`src/rtl/serial_mux_logic_unit.sv`:
```
// Bit-serial logic unit: captures two operands, streams them LSB first through a
// 2:1-mux-only gate cell, and returns the reassembled result over valid/ready.
module serial_mux_logic_unit #(
    parameter  int WIDTH = 8,
    localparam int CNT_W = $clog2(WIDTH + 1)
) (
    input  logic             clk,
    input  logic             rst_n,
    input  logic             in_valid,
    output logic             in_ready,
    input  logic [2:0]       op,
    input  logic [WIDTH-1:0] a,
    input  logic [WIDTH-1:0] b,
    output logic             out_valid,
    input  logic             out_ready,
    output logic [WIDTH-1:0] result,
    output logic             err,
    output logic             busy
);

    typedef enum logic [1:0] {
        S_IDLE  = 2'd0,
        S_SHIFT = 2'd1,
        S_DONE  = 2'd2
    } state_t;

    state_t             state, state_nxt;
    logic [WIDTH-1:0]   a_sh, b_sh;
    logic [2:0]         op_q;
    logic [CNT_W-1:0]   cnt;
    logic               cell_bit;
    logic [WIDTH-1:0]   result_nxt;

    function automatic logic mux2(input logic sel, input logic d1, input logic d0);
        return sel ? d1 : d0;
    endfunction

    // Every gate is built from mux2 alone; inversion is itself a mux on the input.
    function automatic logic gate_cell(input logic [2:0] opc, input logic x, input logic y);
        logic nx, and_o, or_o;
        nx    = mux2(x, 1'b0, 1'b1);
        and_o = mux2(y, x, 1'b0);
        or_o  = mux2(x, 1'b1, y);
        case (opc)
            3'd0:    return and_o;
            3'd1:    return or_o;
            3'd2:    return nx;
            3'd3:    return mux2(and_o, 1'b0, 1'b1);
            3'd4:    return mux2(or_o, 1'b0, 1'b1);
            3'd5:    return mux2(y, nx, x);
            3'd6:    return mux2(y, x, nx);
            default: return 1'b0;
        endcase
    endfunction

    always_comb begin
        cell_bit              = gate_cell(op_q, a_sh[0], b_sh[0]);
        result_nxt            = result >> 1;
        result_nxt[WIDTH-1]   = cell_bit;
    end

    always_ff @(posedge clk or negedge rst_n) begin
        if (!rst_n) begin
            state <= S_IDLE;
        end else begin
            state <= state_nxt;
        end
    end

    always_comb begin
        state_nxt = state;
        in_ready  = 1'b0;
        out_valid = 1'b0;
        busy      = 1'b1;
        case (state)
            S_IDLE: begin
                in_ready = 1'b1;
                busy     = 1'b0;
                if (in_valid) state_nxt = S_SHIFT;
            end
            S_SHIFT: begin
                if (cnt == CNT_W'(WIDTH - 1)) state_nxt = S_DONE;
            end
            S_DONE: begin
                out_valid = 1'b1;
                if (out_ready) state_nxt = S_IDLE;
            end
            default: state_nxt = S_IDLE;
        endcase
    end

    // Datapath: capture in IDLE, shift in SHIFT, hold everything in DONE.
    always_ff @(posedge clk or negedge rst_n) begin
        if (!rst_n) begin
            a_sh   <= '0;
            b_sh   <= '0;
            op_q   <= 3'd0;
            cnt    <= '0;
            result <= '0;
            err    <= 1'b0;
        end else begin
            case (state)
                S_IDLE: begin
                    if (in_valid) begin
                        a_sh <= a;
                        b_sh <= b;
                        op_q <= op;
                        cnt  <= '0;
                        err  <= (op == 3'd7);
                    end
                end
                S_SHIFT: begin
                    result <= result_nxt;
                    a_sh   <= a_sh >> 1;
                    b_sh   <= b_sh >> 1;
                    cnt    <= cnt + CNT_W'(1);
                end
                default: ;
            endcase
        end
    end

endmodule

```
`config.mk`:
```
export PLATFORM = sky130hd
export DESIGN_NAME = serial_mux_logic_unit
export DESIGN_NICKNAME = d
export VERILOG_FILES = /design/src/rtl/serial_mux_logic_unit.sv
export SDC_FILE = /design/constraint.sdc
export NUM_CORES = 1
export LEC_CHECK = 0
export ABC_AREA = 1
export BUFFER_PORTS_ARGS = -buffer_cell sky130_fd_sc_hd__buf_4
export CORE_MARGIN = 5
export CORE_UTILIZATION = 40
export CTS_CLUSTER_SIZE = 16
export DETAILED_ROUTE_END_ITERATION = 8
export PLACE_DENSITY = 0.65
export SETUP_SLACK_MARGIN = 0.05
export SYNTH_ARGS = -nofsm -noshare
export SYNTH_HDL_FRONTEND = slang
export SYNTH_SLANG_ARGS = --single-unit
```
`constraint.sdc`:
```
create_clock -name clk -period 1.3 [get_ports clk]
set_input_delay 0.26 -clock clk [delete_from_list [all_inputs] [get_ports clk]]
set_output_delay 0.26 -clock clk [all_outputs]
set_load 0.05 [all_outputs]
```
==> metrics.yaml, run 1 <==
status: "finished, violations left"
violations: "negative setup slack"
die_width_um: 75.39
seq_area_frac_synth: 0.4974
fin_skew_ns: 0.006747
dp_worst_setup_slack_ns: 0.09152
nFillCells: 316
wl_um: 4512
start_kind: "register"
grt_pass1_wl_um: 5816
crit_path_end_kind: "output pin"
reg2reg_depth: 8
drtIter0Drc: 72
grt_max_degree: 35
clock-sinks: 34
critical_path_required_ns: 1.04
postLayoutCellArea_mm2: 0.002758
seq_area_um2: 852.1
cts_root_buf: "clkbuf_8"
hold_violations: 0
yosys.cell_types.count: 21
coreArea_mm2: 0.004086
period_share: 1.069
synthMostInstantiatedCell: "nand2_1"
first_global_vias: 1330
rsz0062_at_grt: "true"
insertion_delay_ns: 0.29
syn-cell-area_mm2: 0.001710
r2r-start: "state[0]"
crit_family: "flip-flops"
cts_tree: "done"
max-slew-margin-rel: 0.7019
tightest_slew_ns: 0.4471
p_per_area_mw_per_mm2: 3067
whs_path_depth: 3
finalWorstSetupSlack_ns: -0.08955
synth_flop_cell: "dfrtp_1"
viasPerCell: 4.883
vias: 1504
crit_type: "reg -> out"
cp.arrival_ns: 1.13
max_freq_ghz: 0.7197
cts_buffers: 5
grt.overflow.total: 0
grt_usage: 0.1360
hp-class: "in -> reg"
clk_pin_slew_ns: 0.07
drive_above_1_share: 0.5426
port_buffers: 34
rr_endpoint: "a_sh[1]"
synthCells: 195
p_leak_nw: 1.348
multiInputGateArea_um2: 965.9
slowest_stage: "dfrtp_1"
syn-num-nets: 221
synthArstFlopShare: 1.000
yosysTopAreaCell: "dfrtp_1"
post-route-drc-count: 0
p_total_mw: 8.458
r2r_setup_slack_ns: -0.03
die_h_um: 75.39
synth_edf_count: 0
setup_viol: 12
synth-seq-cells: 34
hp-start: "op[0]"
synth_area_leaders: "dfrtp_1, nand2_1, o21ai_2, inv_1, o21ai_1"
cts_max_path_buffers: 2
finalMaxSlewViolations: 0
fin_crit_ns: 1.390
routabilityCongestion: 0.7948
hold_ws_ns: 0.1874
ir_drop_uv: 1230
dp_hpwl_um: 2379
io_pins: 35
final_nets: 283
yosysTopAreaCellShare: 0.4974
worst-path-buf-inv: 3
yosys_warnings: 0
crit_chain: "buf_6, inv_6, nor2_4, buf_8"
placed_cell_area_mm2: 0.002061
cts_max_level: 2
hold_path_end: "op_q[0]"
row_count: 23
slowest_delay_ns: 0.42
first_pass_iters: 4
maxCapViolations: 0
syn_to_final_growth_pct: 61.23
ys_top_cells_by_count: "nand2_1, dfrtp_1, inv_1, o21ai_1, o21ai_2"
crit_fanout: 4
synth.avg_cell_area_um2: 8.771
wl_per_cell_um: 14.65
antenna_found_initial: 0
die-area_mm2: 0.005684
diodes: 0
initial_core_util: 0.4186
drtAntennaViolNets: 0
per-layer routing:
layer / global-route usage / routed length, um / up-vias
met3: 0.05673 / 279 / 8
met4: 0.04660 / 69 / 0
li1: - / - / 739
met1: 0.1639 / 1869 / 719
met2: 0.2196 / 2293 / 38
met5: 0 / 0 / -
report_power, final:
part | switching (mW) | leakage (nW) | total, mW | internal [mW]
clock network | 0.402 | 0.0575 | 0.937 | 0.535
registers | 0.294 | 0.427 | 1.86 | 1.56
logic | 3.19 | 0.864 | 5.66 | 2.47
total | 3.88 | 1.35 | 8.46 | 4.57
layout by cell type (no fill, tap or decap), types with 2 or more instances in the layout:
cell       count
nand2_4       14
nand2_1       31
a21oi_2        2
inv_1         23
buf_12         5
o21ai_0        5
clkbuf_16      3
o21ai_2       22
dfrtp_1       33
o21ai_4        5
buf_6         11
nand2_2       13
nand3_1        4
o21ai_1        9
buf_4         35
inv_2          5
buf_8          3
inv_6          2
nor2_1         5
nor2_4         2
nand2_8        4
clkbuf_8       8
ha_1           2
worst max path at each step:
stage | startpoint | endpoint | slack [ns] | cells after the start
2_1_floorplan | state[0] | busy | -0.05 | 2
3_3_place_gp | a_sh[0] | result[7] | 0.11 | 8
3_5_place_dp | a_sh[0] | result[7] | 0.09 | 8
4_1_cts | state[0] | busy | -0.1 | 4
5_1_grt | state[1] | out_valid | -0.14 | 4
6_report | state[1] | out_valid | -0.09 | 4
metrics by stage:
stage,TNS (ns),util,cells
floorplan,-0.3928,-,195
global placement,0,0.5043,279
detailed placement,0,0.5043,279
CTS,-0.2501,0.5634,293
global route,-1.332,0.6748,308
finish,-0.4348,0.6748,308
worst reg2reg max path: stages (launching register included):
cell     delay [ns]
dfrtp_2        0.43
buf_6          0.14
buf_6          0.13
nand2_4        0.15
buf_12         0.16
nand2_2        0.07
o21ai_4        0.07
nand2_4        0.07
o21ai_2        0.05
registers in the layout (all words and copies together), names as in the netlist:
signal and flops:
state 2, err 1, b_sh 8, cnt 4, result 8, a_sh 8
op_q 3
layout make-up:
cell class / count / share of cell area
multi-input cells: 126 / 0.3503
flip-flops and latches: 34 / 0.3090
repair buffers: 58 / 0.2237
inverters: 30 / 0.04719
clock buffers: 8 / 0.03993
well taps: 50 / 0.02269
repair inverters: 2 / 0.007260
repair_timing:
item / in CTS / in global routing
cloned: 0 / 8
endpoints found under the setup margin: 3 / 21
hold endpoints to repair: 34 / 0
setup buffers: 5 / 8
gates resized for setup: 23 / 64
hold buffers: 1 / 0
pin swaps: 14 / 14
logic make-up (layout without fill, tap and decap cells):
logic type / Yosys count / count (layout) / share of synthesized area
buf+inv: 37 / 98 / 0.1134
simple gates: 73 / 75 / 0.1814
flops: 34 / 34 / 0.4974
compound gates: 47 / 47 / 0.1807
fa+ha+maj: 3 / 3 / 0.02195
xor+xnor: 1 / 1 / 0.005122
No activity file was read; power rests on OpenSTA's default activity.
==> run 2: changes to the inputs <==
--- a/config.mk
+++ b/config.mk
@@ -8,10 +8,11 @@
 export ABC_AREA = 1
 export BUFFER_PORTS_ARGS = -buffer_cell sky130_fd_sc_hd__buf_4
 export CORE_MARGIN = 5
-export CORE_UTILIZATION = 40
+export CORE_UTILIZATION = 54
 export CTS_CLUSTER_SIZE = 16
 export DETAILED_ROUTE_END_ITERATION = 8
-export PLACE_DENSITY = 0.65
+export GPL_ROUTABILITY_DRIVEN = 0
+export PLACE_DENSITY = 0.79
 export SETUP_SLACK_MARGIN = 0.05
 export SYNTH_ARGS = -nofsm -noshare
 export SYNTH_HDL_FRONTEND = slang
==> metrics.yaml, run 2 (synthesized netlist as in run 1, its figures left out) <==
status: "finished, violations left"
violations: "negative setup slack"
placed_cell_area_mm2: 0.002031  # -1.5%
max-slew-margin-rel: 0.7138  # +0.01186
period_share: 1.061  # -0.008037
finalWorstSetupSlack_ns: -0.07911  # +0.01045 ns
crit_fanout: 3  # -1
final_cells: 297  # -3.6%
r2r_setup_slack_ns: 0  # +0.03 ns
p_per_area_mw_per_mm2: 2954  # -3.7%
cts_root_buf: "clkbuf_4"
hold_violations: 0  # unchanged
drive_above_1_share: 0.4941  # -0.04856
tightest_slew_ns: 0.4293  # -0.01779 ns
cts_buffers: 5  # unchanged
critical_path.endpoint: "busy"
die_h_um: 66.28  # -12%
fin_crit_ns: 1.379  # -0.01045 ns
io_pins: 35  # unchanged
clock-sinks: 34  # unchanged
grt_pass1_wl_um: 5802  # -0.24%
rr_endpoint: "cnt[1]"
max_freq_ghz: 0.7251  # +0.76%
cp.arrival_ns: 1.12  # about the same
r2r-start: "state[1]"
port_buffers: 34  # unchanged
cts_tree: "done"
start_kind: "register"
diodes: 0  # unchanged
ir_drop_uv: 1637  # +33%
final_nets: 278  # -1.8%
finalSetupTns_ns: -0.2123  # +0.2225 ns
reg2reg_depth: 6  # -2
grt_max_degree: 35  # unchanged
cts_max_level: 2  # unchanged
crit_chain: "nor2_4, inv_2, buf_6"
cts_max_path_buffers: 2  # unchanged
syn_to_final_growth_pct: 45.72
wl_per_cell_um: 13.96  # -4.7%
postLayoutCoreUtil: 0.8164  # +0.1416
setup_viol: 5  # -7
dp_hpwl_um: 2412  # +1.4%
fin_skew_ns: 0.008811  # +0.002064 ns
drtIter0Drc: 62  # -14%
grt_usage: 0.1753  # +0.03934
postLayoutCellArea_mm2: 0.002492  # -9.6%
cp-startpoint: "state[1]"
viasPerCell: 4.909  # +0.53%
row_count: 20  # -13%
initial_core_util: 0.5602  # +0.1417
layout_common_cells: "nand2_1, buf_4, dfrtp_1"
clk_pin_slew_ns: 0.11  # +0.04 ns
p_leak_nw: 1.218  # -9.7%
wl_um: 4145  # -8.1%
antenna_found_initial: 0  # unchanged
insertion_delay_ns: 0.35  # +0.06 ns
coreArea_mm2: 0.003053  # -25%
dp_worst_setup_slack_ns: 0.07285  # -0.01867 ns
drtAntennaViolNets: 0  # unchanged
vias: 1458  # -3.1%
first_pass_iters: 4  # unchanged
slowest_stage: "dfrtp_1"
grt.overflow.total: 0  # unchanged
critical_path_required_ns: 1.04  # about the same
die-area_mm2: 0.004393  # -23%
finalMaxSlewViolations: 0  # unchanged
first_global_vias: 1323  # -0.53%
slowest_delay_ns: 0.43  # about the same
reg.largest.list: "a_sh: 8 flops, b_sh: 8 flops, result: 8 flops"
place_inst: 270  # -3.2%
die_width_um: 66.28  # -12%
post-route-drc-count: 0  # unchanged
rsz0062_at_grt: "true"
crit_path_end_kind: "output pin"
hp-class: "in -> reg"
maxCapViolations: 0  # unchanged
crit_type: "reg -> out"
[run 2: report_power, final]
group / leakage, nW / internal (mW) / switching [mW] / total (mW)
clock: 0.0353 / 0.262 / 0.366 / 0.628
combinational: 0.756 / 2.12 / 2.75 / 4.87
sequential: 0.427 / 1.56 / 0.305 / 1.87
[run 2: cell type report]
type,instances,area (um2)
Timing Repair inverter,1,8.758
Fill cell,201,560.5
Clock buffer,7,55.05
Inverter,30,130.1
Timing Repair Buffer,55,578.1
Multi-Input combinational cell,125,808.3
Sequential cell,34,852.1
Tap cell,44,55.05
Clock inverter,1,5.005
[run 2: worst min path at each step]
| stage | endpoint | depth (start not counted) | startpoint | slack [ns] |
|---|---|---|---|---|
| floorplan | a_sh[0] | 0 | rst_n | -0.04 |
| global placement | cnt[2] | 1 | rst_n | 0.23 |
| detailed placement | cnt[2] | 1 | rst_n | 0.23 |
| CTS | b_sh[7] | 3 | b[7] | 0.11 |
| global route | op_q[1] | 3 | op[1] | 0.13 |
| finish | b_sh[7] | 3 | b[7] | 0.12 |
[run 2: metal layers]
metal,up-vias,wire (um),track usage
met5,-,0,0
met1,680,1730,0.2028
met4,0,46,0.06091
met3,7,222,0.05782
li1,736,-,-
met2,35,2145,0.3011
[run 2: what timing repair did]
action / in CTS / in global routing
setup buffers: 4 / 6
hold endpoints to repair: 34 / 0
endpoints found under the setup margin: 4 / 26
hold buffers: 1 / 0
resized for setup: 5 / 39
cloned: 0 / 8
pin swaps: 2 / 8
[run 2: critical path, delay by kind of cell, from the launching register on]
| family | cells | cell delay [ns] |
|---|---|---|
| buf+inv | 2 | 0.19 |
| flops | 1 | 0.43 |
| simple gates | 1 | 0.16 |
[run 2: through the flow]
stage          hold slack (ns)  total power, mW
2_1_floorplan         -0.03559            4.579
3_3_place_gp            0.2292            5.212
3_5_place_dp            0.2281            5.310
4_1_cts                 0.1138            6.172
5_1_grt                 0.1310            7.852
6_report                0.1248            7.363
